$ cat config.mk
export PLATFORM = sky130hd
export DESIGN_NAME = somador_sequencial_32b
export DESIGN_NICKNAME = d
export VERILOG_FILES = /design/src/rtl/somador_sequencial_32b.sv
export SDC_FILE = /design/constraint.sdc
export NUM_CORES = 1
export LEC_CHECK = 0
export ABC_CLOCK_PERIOD_IN_PS = 6470
export BUFFER_PORTS_ARGS = -buffer_cell sky130_fd_sc_hd__buf_2
export CORE_UTILIZATION = 25
export CTS_CLUSTER_DIAMETER = 150
export DETAILED_ROUTE_END_ITERATION = 10
export PLACE_DENSITY = 0.53
export SYNTH_ARGS = -nofsm -noshare
export SYNTH_HDL_FRONTEND = slang
export SYNTH_SLANG_ARGS = --single-unit
$ cat constraint.sdc
create_clock -name clk -period 6.47 [get_ports clk]
set_input_delay 0.3235 -clock clk [delete_from_list [all_inputs] [get_ports clk]]
set_output_delay 0.3235 -clock clk [all_outputs]
set_load 0.05 [all_outputs]
$ cat src/rtl/somador_sequencial_32b.sv
// -----------------------------------------------------------------------------
// somador_sequencial_32b
//
// Byte-serial adder/subtractor. A single 8-bit ripple-carry slice is reused
// once per byte, so a W-bit operation (W = 8*N_BYTES) takes N_BYTES cycles in
// ADD followed by one DONE cycle.
//
// Configuration macro:
//   SOMA_SUB_EN  - when defined, adds the 'sub' port (1 = A-B). Without it the
//                  block always computes A+B with carry-in 0.
//
// Ports:
//   clk    in   1  rising-edge clock
//   rst_n  in   1  asynchronous active-low reset
//   start  in   1  begin an operation (accepted in IDLE or DONE)
//   A, B   in   W  operands, captured when start is accepted
//   sub    in   1  operation select, 1 = A-B (only with SOMA_SUB_EN)
//   busy   out  1  high while bytes are being processed (ADD)
//   done   out  1  one-cycle pulse, result valid
//   S      out  W  registered result
//   Cout   out  1  carry out of the top byte (no-borrow for subtract)
//   V      out  1  signed overflow of the W-bit result
// -----------------------------------------------------------------------------
module somador_sequencial_32b #(
    parameter int N_BYTES = 4
) (
    input  logic                 clk,
    input  logic                 rst_n,
    input  logic                 start,
    input  logic [8*N_BYTES-1:0] A,
    input  logic [8*N_BYTES-1:0] B,
`ifdef SOMA_SUB_EN
    input  logic                 sub,
`endif
    output logic                 busy,
    output logic                 done,
    output logic [8*N_BYTES-1:0] S,
    output logic                 Cout,
    output logic                 V
);

    localparam int W     = 8 * N_BYTES;
    localparam int IDX_W = (N_BYTES > 1) ? $clog2(N_BYTES) : 1;
    localparam logic [IDX_W-1:0] LAST_IDX = IDX_W'(N_BYTES - 1);

    typedef enum logic [1:0] {
        ST_IDLE,
        ST_ADD,
        ST_DONE
    } state_t;

    state_t           state_q, state_d;
    logic [W-1:0]     a_q, a_d;
    logic [W-1:0]     b_q, b_d;
    logic             sub_q, sub_d;
    logic [IDX_W-1:0] idx_q, idx_d;
    logic             carry_q, carry_d;
    logic [W-1:0]     s_q, s_d;
    logic             cout_q, cout_d;
    logic             v_q, v_d;

    // Operation select seen at the input; tied to add when subtract is not built.
    logic sub_in;
`ifdef SOMA_SUB_EN
    assign sub_in = sub;
`else
    assign sub_in = 1'b0;
`endif

    // -------------------------------------------------------------------------
    // The one shared 8-bit slice: eight chained 1-bit full adders.
    // Subtraction is A + ~B + 1; the +1 comes from the carry register.
    // -------------------------------------------------------------------------
    logic [7:0] a_byte;
    logic [7:0] b_eff_byte;
    logic [7:0] sum_byte;
    logic       ripple_c;
    logic       slice_cout;

    always_comb begin
        a_byte     = a_q[8*idx_q +: 8];
        b_eff_byte = b_q[8*idx_q +: 8] ^ {8{sub_q}};
        sum_byte   = '0;
        ripple_c   = carry_q;
        for (int i = 0; i < 8; i++) begin
            sum_byte[i] = a_byte[i] ^ b_eff_byte[i] ^ ripple_c;
            ripple_c    = (a_byte[i] & b_eff_byte[i]) |
                          (ripple_c & (a_byte[i] ^ b_eff_byte[i]));
        end
        slice_cout = ripple_c;
    end

    // Sign bit of the effective second operand, used for overflow detection.
    logic b_eff_msb;
    assign b_eff_msb = b_q[W-1] ^ sub_q;

    // -------------------------------------------------------------------------
    // Next-state and datapath control
    // -------------------------------------------------------------------------
    // NOTE: every signal assigned here gets a default first, so no path can
    // leave one unassigned and infer a latch.
    always_comb begin
        state_d = state_q;
        a_d     = a_q;
        b_d     = b_q;
        sub_d   = sub_q;
        idx_d   = idx_q;
        carry_d = carry_q;
        s_d     = s_q;
        cout_d  = cout_q;
        v_d     = v_q;

        unique case (state_q)
            ST_IDLE, ST_DONE: begin
                if (start) begin
                    state_d = ST_ADD;
                    a_d     = A;
                    b_d     = B;
                    sub_d   = sub_in;
                    idx_d   = '0;
                    carry_d = sub_in;
                    s_d     = '0;
                end else begin
                    state_d = ST_IDLE;
                end
            end

            ST_ADD: begin
                // start is deliberately not looked at here: a request while
                // busy is dropped and the operation in flight is untouched.
                s_d[8*idx_q +: 8] = sum_byte;
                carry_d           = slice_cout;
                if (idx_q == LAST_IDX) begin
                    state_d = ST_DONE;
                    idx_d   = '0;
                    cout_d  = slice_cout;
                    v_d     = (a_q[W-1] == b_eff_msb) && (sum_byte[7] != a_q[W-1]);
                end else begin
                    idx_d = idx_q + 1'b1;
                end
            end

            default: state_d = ST_IDLE;
        endcase
    end

    // NOTE: non-blocking assignments for all state, so every flop samples the
    // values from before this edge regardless of statement order.
    // NOTE: the operand and result registers are reset too; an abort must
    // leave S/Cout/V at zero and no stale operands behind.
    always_ff @(posedge clk or negedge rst_n) begin
        if (!rst_n) begin
            state_q <= ST_IDLE;
            a_q     <= '0;
            b_q     <= '0;
            sub_q   <= 1'b0;
            idx_q   <= '0;
            carry_q <= 1'b0;
            s_q     <= '0;
            cout_q  <= 1'b0;
            v_q     <= 1'b0;
        end else begin
            state_q <= state_d;
            a_q     <= a_d;
            b_q     <= b_d;
            sub_q   <= sub_d;
            idx_q   <= idx_d;
            carry_q <= carry_d;
            s_q     <= s_d;
            cout_q  <= cout_d;
            v_q     <= v_d;
        end
    end

    assign busy = (state_q == ST_ADD);
    assign done = (state_q == ST_DONE);
    assign S    = s_q;
    assign Cout = cout_q;
    assign V    = v_q;

endmodule

=== Yosys cells after proc, flatten, opt, wreduce, memory -nomap -nowiden ===
Index checks and enable logic that the tools add are counted.

* Register bits after elaboration: 103
* Input bits: 67
* Output and inout port bits: 36
* Logic and storage cells: 79

* Add/subtract/negate cells: 2
* Eq/ne operators: 7
* Shift operators: 4
* Muxes and demuxes: 11
* Bitwise operators: 40
* Reduce and logical (&&, ||, !) cells: 7

{| class="wikitable"
|+ Operators with widths
! kind !! number
|-
| case mux 32 bit (2 select lines) || 1
|-
| indexed part select 32 x 6 -> 8 bit || 2
|-
| negator 5 -> 34 bit || 1
|-
| variable shift 8 x 34 -> 32 bit, first input constant || 1
|-
| indexed part select 8 x 34 -> 32 bit || 1
|-
| bitwise mux 32 bit || 1
|-
| two-way mux 32 bit || 1
|-
| bitwise AND 1 bit || 16
|-
| bitwise XOR 1 bit || 16
|-
| bitwise OR 1 bit || 8
|-
| case mux 2 bit (2 select lines) || 2
|-
| two-way mux 2 bit || 3
|-
| AND reduction 2 bit || 3
|-
| == test 2 bit, second input constant || 2
|-
| adder 2 x 1 -> 2 bit, second input constant || 1
|-
| == test 2 x 1 -> 1 bit, second input constant || 1
|-
| logical NOT 2 bit || 1
|-
| two-way mux 1 bit || 2
|-
| inequality test 2 x 1 -> 1 bit, second input constant || 1
|-
| inequality test 2 bit, second input constant || 1
|-
| case mux 1 bit (2 select lines) || 1
|-
| nonzero test 2 bit || 1
|-
| OR reduction 2 bit || 1
|-
| == test 1 bit || 1
|-
| 2 further kinds || 2
|}

=== Longest topological paths before layout ===
Gate-level depths: netlist of run 1.

* Depth after elaboration: 20
* Mapped depth: 15
* Gate-level depth less buffers: 14

=== Worst setup path before layout of run 1 ===
OpenSTA, ideal clock, no wires.

* Path type: register -> register
* Start: register idx_q[0]
* End: register v_q, in the netlist V
* Data arrival time: 4,442 ps
* Setup slack: 1,946 ps
* Stages on the path, launching flop included: 16
* Path buffers: 1
* Cell sequence: dfrtp_1 -> buf_4 -> mux4_2 -> inv_1 -> fa_1 -> fa_1 -> fa_1 -> fa_1 -> fa_1 -> inv_1 -> fa_1 -> inv_1 -> fa_1 -> fa_1 -> or3_1 -> a31oi_1

* Longest elaborated chain between the ends: 19

{| class="wikitable"
|+ Ends and longest elaborated chain
! item !! RTL line !! source
|-
| start: declaration || 56 || <nowiki>logic [IDX_W-1:0] idx_q, idx_d;</nowiki>
|-
| start signal: assignment || 167 || <nowiki>idx_q <= idx_d;</nowiki>
|-
| indexed part select 32 x 6 -> 8 bit, on equally long branches || 81, 82 ||
|-
| bitwise XOR 1 bit || 88 || <nowiki>(ripple_c & (a_byte[i] ^ b_eff_byte[i]));</nowiki>
|-
| bitwise AND 1 bit || 88 ||
|-
| bitwise OR 1 bit || 87 || <nowiki>ripple_c = (a_byte[i] & b_eff_byte[i]) |</nowiki>
|-
| bitwise AND 1 bit || 88 ||
|-
| bitwise OR 1 bit || 87 ||
|-
| bitwise AND 1 bit || 88 ||
|-
| bitwise OR 1 bit || 87 ||
|-
| [... 3 more ...] || -- ||
|-
| bitwise OR 1 bit || 87 ||
|-
| bitwise AND 1 bit || 88 ||
|-
| bitwise OR 1 bit || 87 ||
|-
| bitwise AND 1 bit || 88 ||
|-
| bitwise OR 1 bit || 87 ||
|-
| bitwise XOR 1 bit || 86 || <nowiki>sum_byte[i] = a_byte[i] ^ b_eff_byte[i] ^ ripple_c;</nowiki>
|-
| inequality test 1 bit || 137 || <nowiki>v_d = (a_q[W-1] == b_eff_msb) && (sum_byte[7] != a_q[W-1]);</nowiki>
|-
| logical AND 1 bit || 137 ||
|-
| end signal: assignment || 171 || <nowiki>v_q <= v_d;</nowiki>
|-
| end: declaration || 60 || <nowiki>logic v_q, v_d;</nowiki>
|}

Parallel ways exist; a longest one is shown, timed or not.
A chain may end at the register's enable or synchronous reset.

=== Final worst setup path of run 1 ===
Same ends and word-level chain as after synthesis.

==> results of run 1 <==
==> critical path, cell delays in order (launching register included) <==
cell     delay, ps
dfrtp_1        680
mux4_2         320
inv_1           50
fa_1           410
fa_1           410
fa_1           390
fa_1           400
fa_1           380
inv_1           80
fa_1           150
inv_1           50
fa_1           370
fa_1           540
or3_1          350
a31oi_1        160
==> layout make-up <==
type | count | area [sq um] | share of cell area, %
clock inverter | 6 | 77.6 | 1.39
clock buffer | 10 | 239 | 4.28
multi-input combinational | 279 | 1760 | 31.5
tap | 225 | 282 | 5.04
timing repair buffer | 108 | 561 | 10.0
inverter | 23 | 86.3 | 1.55
sequential | 103 | 2580 | 46.2
==> per-layer routing <==
| metal | wire length (um) | up-vias | GRT usage [%] | share of wire, % |
|---|---|---|---|---|
| met5 | 0 | - | 0 | 0 |
| met3 | 617 | 6 | 2.67 | 5.4 |
| met1 | 5640 | 1627 | 18.7 | 49 |
| met2 | 5210 | 104 | 20.6 | 45 |
| li1 | - | 1593 | - | - |
| met4 | 59 | 0 | 3.40 | 0.51 |
==> stage by stage <==
| stage | power (uW) | hold slack (ps) | util [%] |
|---|---|---|---|
| global placement | 2720 | 202 | 30.1 |
| detailed placement | 2760 | 210 | 30.1 |
| global route | 3540 | 164 | 31.9 |
| CTS | 3340 | 155 | 31.9 |
| floorplan | 2240 | 27.9 | - |
| finish | 3300 | 167 | 31.9 |
==> what timing repair did <==
item | in CTS | in global routing
buffers inserted | 0 | 0
hold buffers | 1 | 0
hold endpoints to repair | 18 | 0
==> registers in the layout, indices dropped and copies added, names as in the netlist <==
register,count
Cout,1
carry_q,1
V,1
state_q,2
a_q,32
b_q,32
idx_q,2
S,32
==> logic make-up (layout without fill, tap and decap cells) <==
family / Yosys count / in the layout / synth area share (%)
flip-flops: 103 / 103 / 56.9
buffers and inverters: 46 / 147 / 4.45
multiplexers: 16 / 16 / 7.96
AO/OA/AOI/OAI: 43 / 43 / 7.88
AND/OR/NAND/NOR: 208 / 208 / 18.1
adder cells (fa/ha/maj): 12 / 12 / 4.64
==> cell usage in the layout (no fill, tap or decap), types with 2 or more instances in the layout <==
master,netlist,layout
nand2_1,193,193
dfrtp_1,103,103
buf_2,14,101
o2bb2ai_1,33,33
inv_1,22,22
mux4_2,16,16
clkbuf_16,0,9
fa_1,8,8
buf_4,3,6
ha_1,4,4
nor2_1,3,3
a31oi_1,3,3
nand3_1,3,3
nand2b_2,1,2
nand3b_1,2,2
or4b_1,2,2
a21oi_2,2,2
o21ai_0,2,2
inv_6,0,2
==> power by group <==
group	leakage (uW)	switching, uW	total, uW	internal [uW]
sequential	0.00132	190	1110	916
clock	0.000156	250	567	317
combinational	0.00140	1060	1630	574
total	0.00288	1500	3300	1810
==> worst min path at each step <==
stage | end
floorplan | Cout
global placement | a_q[26]
detailed placement | a_q[26]
CTS | b_q[17]
global route | a_q[22]
finish | b_q[17]
==> results.yml, run 1 <==
clocking:
  cts_tree: "yes"
  cts_buffers: 9
  cts-root-buf: "clkbuf_16"
  clockBufferDepth: 2
  htreeDepth: 3
  numClockSinks: 103
  clk_latency_ps: 340
  clk_pin_slew_ps: 70
  ctsResizeCount: 0
yosys:
  synth_nets: 507
  synth-edff-count: 0
  synth.most_common_cell: "nand2_1"
  postSynthCellCount: 428
  avgSynthCellArea_sq_um: 10.6
  synth_area_sq_um: 4530
  yosys.area.top_type: "dfrtp_1"
  synthTopCellsByArea: "dfrtp_1 (57%), nand2_1 (16%), mux4_2 (8.0%)"
  ys_seq_area_share_pct: 56.9
  ys_warn_count: 0
  synth.distinct_cells: 26
  netlist.area_leader.share_pct: 56.9
  synthArstFlopShare_pct: 100
  synthTopCellsByCount: "nand2_1 (193), dfrtp_1 (103), o2bb2ai_1 (33)"
  ys_ff_latch: 103
  synthFlopType: "dfrtp_1"
cells_and_area:
  nFillCells: 1834
  area_delta_synth_final_pct: 23.3
  diodes: 0
  fin_area_sq_um: 5580
  nets: 603
  stdcell_count: 754
  drive_gt1_share_pct: 27.2
floorplan:
  die_h_um: 137
  start_util_pct: 25.9
  num_rows: 48
  core_area_sq_um: 17500
  fp.dieW_um: 137
  dieArea_sq_um: 18700
  pin_count: 103
timing:
  timing.final.crit_share_pct: 74.8
  slew_viol_final: 0
  relSlewSlack_pct: 28.8
  finalClockSkew_ps: 10.5
  rsz0062_at_grt: "false"
  min_period_ps: 4840
  final-hold-violation-count: 0
  setup_tns_ps: 0
  timing.final.ws_setup_ps: 1630
  max_clock_freq_mhz: 207
  tightest_slew_ps: 1070
  setup_violations: 0
placed_design:
  place_area_sq_um: 5250
  gp_congestion: 0.785
  post-place-ws_ps: 1600
  dp.cells: 737
  dp_hpwl_um: 8550
  port_buffers: 102
grt:
  grt_pass1_vias: 3499
  antenna_found_initial: 0
  grt_pass1_wl_um: 18700
  grt_usage_pct: 13.2
  grt_max_degree: 86
  grt_overflow_total: 0
hold_path:
  hold_class: "input port to flop"
  hold_start: "B[17]"
  hold_path_depth: 3
setup_path:
  startpoint: "idx_q[0]"
  worstReg2RegEnd: "V"
  r2r_cells: 14
  start_kind: "flop"
  worstPathArrival_ps: 5100
  rrSetupSlack_ps: 1630
  cp-end-kind: "flop"
  cp_max_fo: 13
  reg2reg_from: "idx_q[0]"
  required_ps: 6730
  critPathCapture: "V"
  crit_type: "flop to flop"
routing:
  wl_um: 11500
  drt_iter0_drc: 195
  via_per_inst: 4.42
  wl_per_cell_um: 15.3
  vias: 3330
  antenna_left: 0
  first_pass_iters: 4
  route.detailed.drc: 0
power_and_ir_drop:
  leakage_uw: 0.00288
  peakVddDrop_mv: 0.260
  power_density_nw_per_um2: 592
job:
  timing.max_cap.violations: 0
run_status:
  status: "complete, no violations"
Note: power is estimated with default switching activity, not from simulation.
==> inputs of run 2 (changes only) <==
--- a/config.mk
+++ b/config.mk
@@ -5,12 +5,12 @@
 export SDC_FILE = /design/constraint.sdc
 export NUM_CORES = 1
 export LEC_CHECK = 0
-export ABC_CLOCK_PERIOD_IN_PS = 6470
+export ABC_CLOCK_PERIOD_IN_PS = 3880
 export BUFFER_PORTS_ARGS = -buffer_cell sky130_fd_sc_hd__buf_2
 export CORE_UTILIZATION = 25
 export CTS_CLUSTER_DIAMETER = 150
 export DETAILED_ROUTE_END_ITERATION = 10
-export PLACE_DENSITY = 0.53
+export PLACE_DENSITY = 0.55
 export SYNTH_ARGS = -nofsm -noshare
 export SYNTH_HDL_FRONTEND = slang
 export SYNTH_SLANG_ARGS = --single-unit
==> constraint.sdc (replaced) <==
create_clock -name clk -period 3.88 [get_ports clk]
set_input_delay 0.194 -clock clk [delete_from_list [all_inputs] [get_ports clk]]
set_output_delay 0.194 -clock clk [all_outputs]
set_load 0.05 [all_outputs]
==> run 2 against run 1 <==
Compared with the run above: the run now ends with negative setup slack left; register-to-register slack got worse by 1900 ps; design area rose by 1.1%; via count rose by 0.60%; global-route usage rose by 0.094 points; sequential share of layout area fell by 0.48 points; cell count rose by 0.80%; clock skew rose by 2.5 ps; largest cell class unchanged.
==> results.yml, run 2 (synthesized netlist as in run 1, its figures left out) <==
routing:
  antenna_left: 0
  drt_iter0_drc: 123
  wl_per_cell_um: 14.9
  via_per_inst: 4.41
  wl_um: 11300
  first_pass_iters: 4
  vias: 3350
  route.detailed.drc: 0
setup_path:
  required_ps: 4150
  worstPathArrival_ps: 4430
  critPathCapture: "V"
  r2r_cells: 14
  start_kind: "flop"
  cpMostUsedCell: "fa_2"
  crit_type: "flop to flop"
  cp_slowest_cell: "dfrtp_2"
  rrSetupSlack_ps: -280
  cp-end-kind: "flop"
  startpoint: "idx_q[0]"
  crit_path_max_incr_delay_ps: 450
  worstReg2RegEnd: "V"
  cp_max_fo: 5
  reg2reg_from: "idx_q[0]"
  path_cells: "mux4_2 > inv_2 > fa_2 > fa_2 > fa_2 > fa_2 > fa_2 > inv_2 > fa_1 > inv_1 > fa_2 > fa_1 > or3_1 > a31oi_1"
cells_and_area:
  final_common_cell: "nand2_1"
  multi_input_area_sq_um: 1770
  stdcell_count: 760
  drive_gt1_share_pct: 29.7
  nFillCells: 1825
  area_delta_synth_final_pct: 24.6
  mostFrequentLayoutCells: "nand2_1 (193), dfrtp_1 (102), buf_2 (101)"
  register_area_sq_um: 2580
  nets: 609
  diodes: 0
power_and_ir_drop:
  power.share.clock_pct: 16.7
  total_power_uw: 5620
  p_seq_share_pct: 32.3
  p_int_uw: 3110
  power.switching_uw: 2510
  p_sw_share_pct: 44.7
  leakage_uw: 0.00290
  power_density_nw_per_um2: 996
  peakVddDrop_mv: 0.489
  pwr-share-comb_pct: 51.0
job:
  timing.max_cap.violations: 0
placed_design:
  post-place-ws_ps: -385
  port_buffers: 102
  dp.cells: 743
  gp_congestion: 0.737
  dp_hpwl_um: 8550
floorplan:
  die_h_um: 137
  fp.dieW_um: 137
  start_util_pct: 25.9
  num_rows: 48
  core_area_sq_um: 17500
  dieArea_sq_um: 18700
  pin_count: 103
clocking:
  clockBufferDepth: 2
  clk_pin_slew_ps: 80
  clk_latency_ps: 350
  cts_buffers: 9
  numClockSinks: 103
  cts_tree: "yes"
  htreeDepth: 3
  cts-root-buf: "clkbuf_16"
grt:
  antenna_found_initial: 0
  grt_pass1_wl_um: 18700
  grt_usage_pct: 13.3
  grt_overflow_total: 0
  grt_pass1_vias: 3581
  grt_max_degree: 68
run_status:
  violations: "negative setup slack"
  status: "finished, violations left"
timing:
  fin_hold_ws_ps: 27.0
  max_clock_freq_mhz: 240
  rsz0062_at_grt: "true"
  setup_violations: 5
  relSlewSlack_pct: 41.4
  finalClockSkew_ps: 13.0
  timing.final.crit_share_pct: 107
  min_period_ps: 4160
  timing.final.ws_setup_ps: -280
  slew_viol_final: 0
  tightest_slew_ps: 880
  final-hold-violation-count: 0
hold_path:
  hold_class: "input port to flop"
[run 2: timing repair]
item                                    in CTS  in global routing
endpoints found under the setup margin       7                  7
setup buffers                                0                  0
pin swaps                                    3                  0
resized for setup                            1                  0
endpoints found under the hold margin       40                  0
hold buffers                                 1                  0
[run 2: area by class of cell]
cell class | instances | share of cell area (%)
Sequential cell | 103 | 45.7
Multi-Input combinational cell | 279 | 31.4
Timing Repair Buffer | 114 | 10.7
Tap cell | 225 | 4.99
Clock buffer | 9 | 3.99
Clock inverter | 7 | 1.62
Inverter | 23 | 1.53
[run 2: worst max-delay path, delay by kind of cell, from the launching register on]
kind	cells	cell delay, ps
compound gates	1	140
buf+inv	3	160
mux	1	350
simple gates	1	320
fa+ha+maj	8	2660
flops	1	450
[run 2: power groups by stage]
stage / registers [uW] / clock network [uW] / logic, uW
after CTS: 1820 / 965 / 2900
after global placement: 1810 / 0 / 2860
after floorplan: 2120 / 0 / 1680
after global routing: 1870 / 1010 / 3170
final: 1810 / 939 / 2860
after detailed placement: 1830 / 0 / 2890
[run 2: metal layers]
layer	GRT usage [%]	wire length, um
met1	18.1	5400
met2	21.6	5290
met3	2.74	533
met4	3.33	112
met5	0	0
[run 2: worst min path at each step]
stage | start | to | depth (start not counted)
floorplan | rst_n | Cout | 0
global placement | rst_n | a_q[2] | 1
detailed placement | rst_n | S[22] | 1
CTS | B[22] | b_q[22] | 3
global route | A[20] | a_q[20] | 3
finish | B[22] | b_q[22] | 3
[run 2: metrics by stage]
step                setup TNS [ps]  instance area (sq um)  utilization, %
floorplan                     -996                   4550               -
global placement              -945                   5310            30.4
detailed placement           -1220                   5310            30.4
CTS                           -788                   5640            32.3
global route                 -1530                   5640            32.3
finish                        -775                   5640            32.3
